`src/rtl/fp_add_pipe.sv`:
```
// fp_add_pipe: 3-stage pipelined IEEE-754 binary adder/subtractor with
// valid/ready handshakes, five rounding modes, flush-to-zero and special values.
// S1 unpack/classify/swap, S2 align/add/normalise, S3 round/pack.
// Optional build macro FP_ADD_SKID_EN: 2-entry output skid buffer after S3 with
// a registered in_ready; without it in_ready = !out_valid | out_ready.
module fp_add_pipe #(
  parameter int EXP_W = 8,
  parameter int MAN_W = 23,
  localparam int W = EXP_W + MAN_W + 1
) (
  input  logic         clk,
  input  logic         rst,
  input  logic         in_valid,
  output logic         in_ready,
  input  logic [W-1:0] in1,
  input  logic [W-1:0] in2,
  input  logic         op,
  input  logic [2:0]   rounding_mode,
  output logic         out_valid,
  input  logic         out_ready,
  output logic [W-1:0] out,
  output logic [2:0]   exception
);
  localparam int XW  = MAN_W + 4;          // hidden bit + fraction + G/R/S
  localparam int LZW = $clog2(XW + 1);
  localparam int EW  = EXP_W + LZW + 2;    // exponent workspace, MSB = sign
  localparam logic [EXP_W-1:0] EMAX = '1;
  localparam logic [W-1:0] QNAN = {1'b0, EMAX, 1'b1, {(MAN_W-1){1'b0}}};

  logic en;

  // ---------------- S1: unpack, classify, swap ----------------
  logic             a_s, b_s, a_zero, b_zero, a_nan, b_nan, a_snan, b_snan, a_inf, b_inf, swap;
  logic [EXP_W-1:0] a_e, b_e;
  logic [MAN_W-1:0] a_m, b_m;
  logic             sp, sp_inv;
  logic [W-1:0]     sp_res;

  assign a_s    = in1[W-1];
  assign b_s    = in2[W-1] ^ op;
  assign a_e    = in1[W-2:MAN_W];
  assign b_e    = in2[W-2:MAN_W];
  assign a_zero = (a_e == '0);
  assign b_zero = (b_e == '0);
  // denormal inputs are flushed: their fraction is ignored
  assign a_m    = a_zero ? '0 : in1[MAN_W-1:0];
  assign b_m    = b_zero ? '0 : in2[MAN_W-1:0];
  assign a_nan  = (a_e == EMAX) && (a_m != '0);
  assign b_nan  = (b_e == EMAX) && (b_m != '0);
  assign a_snan = a_nan && !a_m[MAN_W-1];
  assign b_snan = b_nan && !b_m[MAN_W-1];
  assign a_inf  = (a_e == EMAX) && (a_m == '0);
  assign b_inf  = (b_e == EMAX) && (b_m == '0);
  assign swap   = {b_e, b_m} > {a_e, a_m};

  // NaN / infinity results bypass the arithmetic path
  always_comb begin
    sp     = a_nan | b_nan | a_inf | b_inf;
    sp_inv = a_snan | b_snan;
    sp_res = {b_s, EMAX, {MAN_W{1'b0}}};
    if (a_nan | b_nan) sp_res = QNAN;
    else if (a_inf & b_inf & (a_s != b_s)) begin
      sp_res = QNAN;
      sp_inv = 1'b1;
    end else if (a_inf) sp_res = {a_s, EMAX, {MAN_W{1'b0}}};
  end

  logic             s1_valid, s1_sp, s1_sp_inv, s1_sign, s1_sub;
  logic [W-1:0]     s1_sp_res;
  logic [EXP_W-1:0] s1_el, s1_es;
  logic [MAN_W:0]   s1_ml, s1_ms;
  logic [2:0]       s1_rm;

  // S1 register: larger magnitude operand goes to the "l" slot
  always_ff @(posedge clk or negedge rst) begin
    if (!rst) begin
      s1_valid <= 1'b0; s1_sp <= 1'b0; s1_sp_inv <= 1'b0; s1_sp_res <= '0;
      s1_sign <= 1'b0; s1_sub <= 1'b0; s1_el <= '0; s1_es <= '0;
      s1_ml <= '0; s1_ms <= '0; s1_rm <= '0;
    end else if (en) begin
      s1_valid  <= in_valid & in_ready;
      s1_sp     <= sp;
      s1_sp_inv <= sp_inv;
      s1_sp_res <= sp_res;
      s1_sign   <= swap ? b_s : a_s;
      s1_sub    <= a_s ^ b_s;
      s1_el     <= swap ? b_e : a_e;
      s1_es     <= swap ? a_e : b_e;
      s1_ml     <= swap ? {~b_zero, b_m} : {~a_zero, a_m};
      s1_ms     <= swap ? {~a_zero, a_m} : {~b_zero, b_m};
      s1_rm     <= (rounding_mode > 3'd4) ? 3'd0 : rounding_mode;
    end
  end

  // ---------------- S2: align, add/sub, normalise ----------------
  int unsigned     shamt;
  logic [2*XW-1:0] sh_wide;
  logic [XW-1:0]   l_ext, s_al, norm;
  logic [XW:0]     sum;
  logic [LZW-1:0]  lz;
  logic [EW-1:0]   nexp;

  // right shift collects everything below the R bit into sticky
  always_comb begin
    shamt = 32'(s1_el) - 32'(s1_es);
    if (shamt > 32'(MAN_W + 3)) shamt = 32'(MAN_W + 3);
    l_ext   = {s1_ml, 3'b000};
    sh_wide = {s1_ms, 3'b000, {XW{1'b0}}} >> shamt;
    s_al    = {sh_wide[2*XW-1:XW+1], sh_wide[XW] | (|sh_wide[XW-1:0])};
    sum     = s1_sub ? ({1'b0, l_ext} - {1'b0, s_al}) : ({1'b0, l_ext} + {1'b0, s_al});
    lz = '0;
    for (int i = 0; i < XW; i++) if (sum[i]) lz = LZW'(XW - 1 - i);
    if (sum[XW]) begin
      norm = {sum[XW:2], sum[1] | sum[0]};
      nexp = EW'(s1_el) + EW'(1);
    end else begin
      norm = sum[XW-1:0] << lz;
      nexp = EW'(s1_el) - EW'(lz);
    end
  end

  logic             s2_valid, s2_sp, s2_sp_inv, s2_sign, s2_sub, s2_zero;
  logic [W-1:0]     s2_sp_res;
  logic [EW-1:0]    s2_exp;
  logic [XW-1:0]    s2_m;
  logic [2:0]       s2_rm;

  // S2 register
  always_ff @(posedge clk or negedge rst) begin
    if (!rst) begin
      s2_valid <= 1'b0; s2_sp <= 1'b0; s2_sp_inv <= 1'b0; s2_sp_res <= '0;
      s2_sign <= 1'b0; s2_sub <= 1'b0; s2_zero <= 1'b0; s2_exp <= '0;
      s2_m <= '0; s2_rm <= '0;
    end else if (en) begin
      s2_valid  <= s1_valid;
      s2_sp     <= s1_sp;
      s2_sp_inv <= s1_sp_inv;
      s2_sp_res <= s1_sp_res;
      s2_sign   <= s1_sign;
      s2_sub    <= s1_sub;
      s2_zero   <= (sum == '0);
      s2_exp    <= nexp;
      s2_m      <= norm;
      s2_rm     <= s1_rm;
    end
  end

  // ---------------- S3: round, range check, pack ----------------
  logic             g, st, up, to_inf, carry;
  logic [MAN_W+1:0] mr;
  logic [EW-1:0]    fexp;
  logic [MAN_W-1:0] frac;
  logic [W-1:0]     res;
  logic [2:0]       exc;

  // rounding increment from LSB/G/sticky, sign and mode, then result select
  always_comb begin
    g  = s2_m[2];
    st = |s2_m[1:0];
    case (s2_rm)
      3'd1:    up = 1'b0;
      3'd2:    up = s2_sign & (g | st);
      3'd3:    up = ~s2_sign & (g | st);
      3'd4:    up = g;
      default: up = g & (st | s2_m[3]);
    endcase
    case (s2_rm)
      3'd1:    to_inf = 1'b0;
      3'd2:    to_inf = s2_sign;
      3'd3:    to_inf = ~s2_sign;
      default: to_inf = 1'b1;
    endcase
    mr    = {1'b0, s2_m[XW-1:3]} + {{(MAN_W+1){1'b0}}, up};
    carry = mr[MAN_W+1];
    fexp  = s2_exp + {{(EW-1){1'b0}}, carry};
    frac  = carry ? mr[MAN_W:1] : mr[MAN_W-1:0];
    res   = {s2_sign, fexp[EXP_W-1:0], frac};
    exc   = {2'b00, g | st};
    if (s2_sp) begin
      res = s2_sp_res;
      exc = {s2_sp_inv, 2'b00};
    end else if (s2_zero) begin
      res = {s2_sub ? (s2_rm == 3'd2) : s2_sign, {(W-1){1'b0}}};
      exc = 3'b000;
    end else if (s2_exp[EW-1] || (s2_exp == '0)) begin
      res = {s2_sign, {(W-1){1'b0}}};
      exc = 3'b001;
    end else if (fexp >= EW'(EMAX)) begin
      exc = 3'b011;
      res = to_inf ? {s2_sign, EMAX, {MAN_W{1'b0}}} : {s2_sign, EMAX - 1'b1, {MAN_W{1'b1}}};
    end
  end

`ifdef FP_ADD_SKID_EN
  logic [1:0]   cnt, cnt_nxt;
  logic [W+2:0] e0, e1;
  logic         rdy_q, push, pop;

  assign en                = (cnt != 2'd2) | out_ready;
  assign in_ready          = rdy_q;
  assign out_valid         = (cnt != 2'd0);
  assign {out, exception}  = e0;
  assign pop               = out_valid & out_ready;
  assign push              = s2_valid & en;
  assign cnt_nxt           = cnt + {1'b0, push} - {1'b0, pop};

  // 2-entry skid FIFO; e0 is the head seen on the outputs
  always_ff @(posedge clk or negedge rst) begin
    if (!rst) begin
      cnt <= 2'd0; e0 <= '0; e1 <= '0; rdy_q <= 1'b1;
    end else begin
      cnt   <= cnt_nxt;
      rdy_q <= (cnt_nxt <= 2'd1);
      if (pop) begin
        e0 <= (push && cnt == 2'd1) ? {res, exc} : e1;
        if (push && cnt == 2'd2) e1 <= {res, exc};
      end else if (push) begin
        if (cnt == 2'd0) e0 <= {res, exc};
        else             e1 <= {res, exc};
      end
    end
  end
`else
  assign en       = !out_valid | out_ready;
  assign in_ready = en;

  // output register, held while the consumer stalls
  always_ff @(posedge clk or negedge rst) begin
    if (!rst) begin
      out_valid <= 1'b0; out <= '0; exception <= '0;
    end else if (en) begin
      out_valid <= s2_valid;
      if (s2_valid) begin
        out       <= res;
        exception <= exc;
      end
    end
  end
`endif
endmodule

```
`config.mk`:
```
export PLATFORM = sky130hd
export DESIGN_NAME = fp_add_pipe
export DESIGN_NICKNAME = d
export VERILOG_FILES = /design/src/rtl/fp_add_pipe.sv
export SDC_FILE = /design/constraint.sdc
export NUM_CORES = 1
export LEC_CHECK = 0
export ABC_AREA = 0
export CORE_MARGIN = 4
export CORE_UTILIZATION = 55
export CTS_CLUSTER_DIAMETER = 100
export DETAILED_ROUTE_END_ITERATION = 7
export PLACE_DENSITY = 0.81
export SYNTH_ARGS = -nofsm -noshare
export SYNTH_HDL_FRONTEND = slang
export SYNTH_SLANG_ARGS = --single-unit
```
`constraint.sdc`:
```
create_clock -name clk -period 9 [get_ports clk]
set_clock_uncertainty 0.05 [all_clocks]
set_input_delay 0.9 -clock clk [delete_from_list [all_inputs] [get_ports clk]]
set_output_delay 0.9 -clock clk [all_outputs]
set_load 0.05 [all_outputs]
```
==> flow_summary_export.csv <==
group,metric,value,unit
route,dr_wl_met2,27.52,mm
sta,worst_pin_slew,1.060,ns
power_and_ir_drop,finalPower,7.999,mW
final_layout,final-instance-count-excl-fill,2926,
clock_tree,cts.path.max_buffers,2,
sta,holdWs,0.4210,ns
sta,finalCriticalPeriod,8.939,ns
placed_design,hpwlAfterDp,46.93,mm
floorplanning,die_w,181.8,um
floorplanning,core_area,0.02972,mm^2
floorplanning,die_area,0.03306,mm^2
placed_design,place_ws,0.1850,ns
critical_path,end_kind,"flop",
final_layout,drive_gt1_share,15.18,%
logic_synthesis,avgSynthCellArea,7.182,um^2
logic_synthesis,yosys_most_used_dff,"dfrtp_1",
logic_synthesis,ys_seq_elements,160,
logic_synthesis,yosysSeqAreaShare,24.09,%
clock_tree,clockRootBuffer,"clkbuf_16",
route,via_per_inst,6.543,
run,max_cap_violations,0,
critical_path,critPathKind,"flop to flop",
sta,final-setup-viol-count,0,
sta,fmax,0.1119,GHz
clock_tree,cts_buffers,17,
floorplanning,pin_count,109,
critical_path,max_stage_delay,0.56,ns
hold_path,hp-class,"flop to flop",
placed_design,port_buffers,108,
power_and_ir_drop,power_per_cell_area,392.7,mW/mm^2
global_route,grt_antenna_before_repair,0,
power_and_ir_drop,p_leak,9.072,nW
route,drt-wirelength-per-cell,20.76,um
global_route,grt_max_degree,130,
logic_synthesis,syn_nets,2487,
logic_synthesis,synthTopCellsByArea,"dfrtp_1, nand2_1, ha_1",
placed_design,dpl.cell_count,2872,
route,drt_pass1_iterations,6,
global_route,grt_remaining_overflow,0,
sta,finalHoldViolCount,0,
critical_path,cp_top_family,"compound AO/OA/AOI/OAI gates",
critical_path,critPathMaxFanout,11,
route,vias,19150,
clock_tree,cts-htree-levels,4,
logic_synthesis,synth_top_area_share,24.09,%
critical_path,critPathArrivalTime,9.25,ns
route,drt_iter0_markers,2002,
clock_tree,cts_tree,"done",
logic_synthesis,yosys_warnings,0,
logic_synthesis,synth_edf_count,0,
outcome,status,"finished, final reports clean",
route,dr.max_layer_used,"met4",
logic_synthesis,post-synth-top-count-cell,"nand2_1",
clock_tree,clock-sinks,160,
critical_path,worst_path_most_repeated_cell,"o21a_1",
placed_design,place_congestion,1.050,
logic_synthesis,synth_cell_type_count,102,
sta,final.setup.tns,0,ns
clock_tree,ctsHoldBuffers,0,
sta,relSlewSlack,29.36,%
logic_synthesis,synth_common_cells,"nand2_1, nor2_1, o21ai_0",
critical_path,cp_slowest_cell,"or4_4",
critical_path,start_kind,"flop",
sta,min_period_over_period,99.33,%
clock_tree,clk_pin_slew_worst_paths,0.07,ns
final_layout,fin_nets,2697,
route,ant_nets,0,
logic_synthesis,synthCells,2314,
route,wl_met3,5.271,mm
global_route,grt.total_usage,35.25,%
logic_synthesis,synth_top_area_cell,"dfrtp_1",
clock_tree,insertion_delay,0.44,ns
global_route,grt_pass1_vias,17740,
route,drc,0,
sta,rsz0062_at_grt,"true",
floorplanning,rows,63,
final_layout,antennaDiodeCount,0,
sta,finalWorstSetupSlack,0.06056,ns
critical_path,worst-path-buf-inv,6,
logic_synthesis,synthArstFlopShare,100.0,%
floorplanning,start_util,55.93,%
global_route,grt_pass1_wl,95.24,mm
final_layout,areaGrowthSynthToFinish,22.56,%
critical_path,critPathRequiredTime,9.31,ns
power_and_ir_drop,vdd_drop_max,0.2305,mV
floorplanning,dieHeight,181.8,um
route,drt_wl_total,60.74,mm
logic_synthesis,synth_area,0.01662,mm^2
route,wl_met1,25.64,mm
sta,slew_viol_final,0,
## metrics by stage
stage | area [um^2] | util (%)
final | 20370 | 68.54
after global routing | 20370 | 68.54
after CTS | 19810 | 66.66
after detailed placement | 19230 | 64.70
after global placement | 19230 | 64.70
after floorplan | 16660 | -
## cell type report
cell class / count / area [um^2]
clock buffer: 18 / 429.2
multi-input combinational: 1899 / 12050
sequential: 160 / 4005
clock inverter: 13 / 153.9
inverter: 119 / 446.7
timing repair buffer: 327 / 2796
fill: 2527 / 9348
tap: 390 / 488.0
## cell usage in the layout, fill, tap and decap left out, types with 9 or more instances in the layout
master,n
nand2_1,346
nor2_1,231
buf_4,208
o21ai_0,193
a21oi_1,177
dfrtp_1,159
inv_1,111
clkdlybuf4s50_1,107
ha_1,94
nor3_1,64
nand3_1,58
a31oi_1,46
mux2i_1,42
nand4_1,36
and3_1,30
xnor2_1,29
o211ai_1,27
o31ai_1,26
a21o_1,25
nand2b_1,23
xor2_1,22
o21ai_1,22
nor4_1,19
o22ai_1,19
a211oi_1,19
o21a_1,17
clkbuf_16,17
nor2b_1,16
a211o_1,14
mux2_2,14
o221ai_1,13
a221oi_1,13
and2_1,11
o22a_1,11
a21oi_2,10
or3_1,10
a22oi_1,10
o21bai_1,9
## sequential cells by signal, summed over array words and instances (netlist names), 8 cells and up
signal,count
s1_ml,24
s2_m,27
s1_el,8
s1_es,8
out,32
s1_ms,24
s2_exp,10
## cells by family (layout without fill, tap and decap cells)
| family | Yosys count | in the layout | share of synthesized area [%] |
|---|---|---|---|
| AOI/OAI and AO/OA | 781 | 781 | 30.71 |
| xor gates and xnor gates | 54 | 54 | 2.891 |
| buffers and inverters | 255 | 477 | 6.000 |
| adders and majority gates | 101 | 101 | 7.739 |
| DFF | 160 | 160 | 24.09 |
| muxes | 60 | 60 | 3.727 |
| and+or+nand+nor | 903 | 903 | 24.84 |
## worst paths after layout
kind                            cells after the start  slack (ns)           end    startpoint
worst min-delay path                                2        0.42  exception[2]  exception[2]
min in group asynchronous                           1        0.46       out[11]           rst
worst max-delay path                               42        0.06     s2_exp[8]      s1_el[0]
worst max register to register                     42        0.06     s2_exp[8]      s1_el[0]
worst min register to register                      2        0.42  exception[2]  exception[2]
max in group asynchronous                           2        7.02      s1_ml[4]           rst
## what timing repair did
action / CTS / global route
endpoints found under the setup margin: 0 / 33
buffers inserted: 0 / 23
gates resized for setup: 0 / 99
## power breakdown
group,switching [mW],leakage (nW),internal [mW]
sequential,0.317,1.93,0.978
combinational,3.61,6.86,2.37
clock,0.310,0.284,0.413
## tightest hold or removal path, cell delays in order, from the launching register on
cell     delay [ns]
dfrtp_1        0.34
nand2_1        0.05
nand2_1        0.05
## layer usage
metal	up-vias	track usage [%]
met2	1036	56.13
met1	9082	49.10
met5	-	0
li1	8866	-
met3	162	5.128
met4	0	12.49
Note: power is estimated with default switching activity, not from simulation.
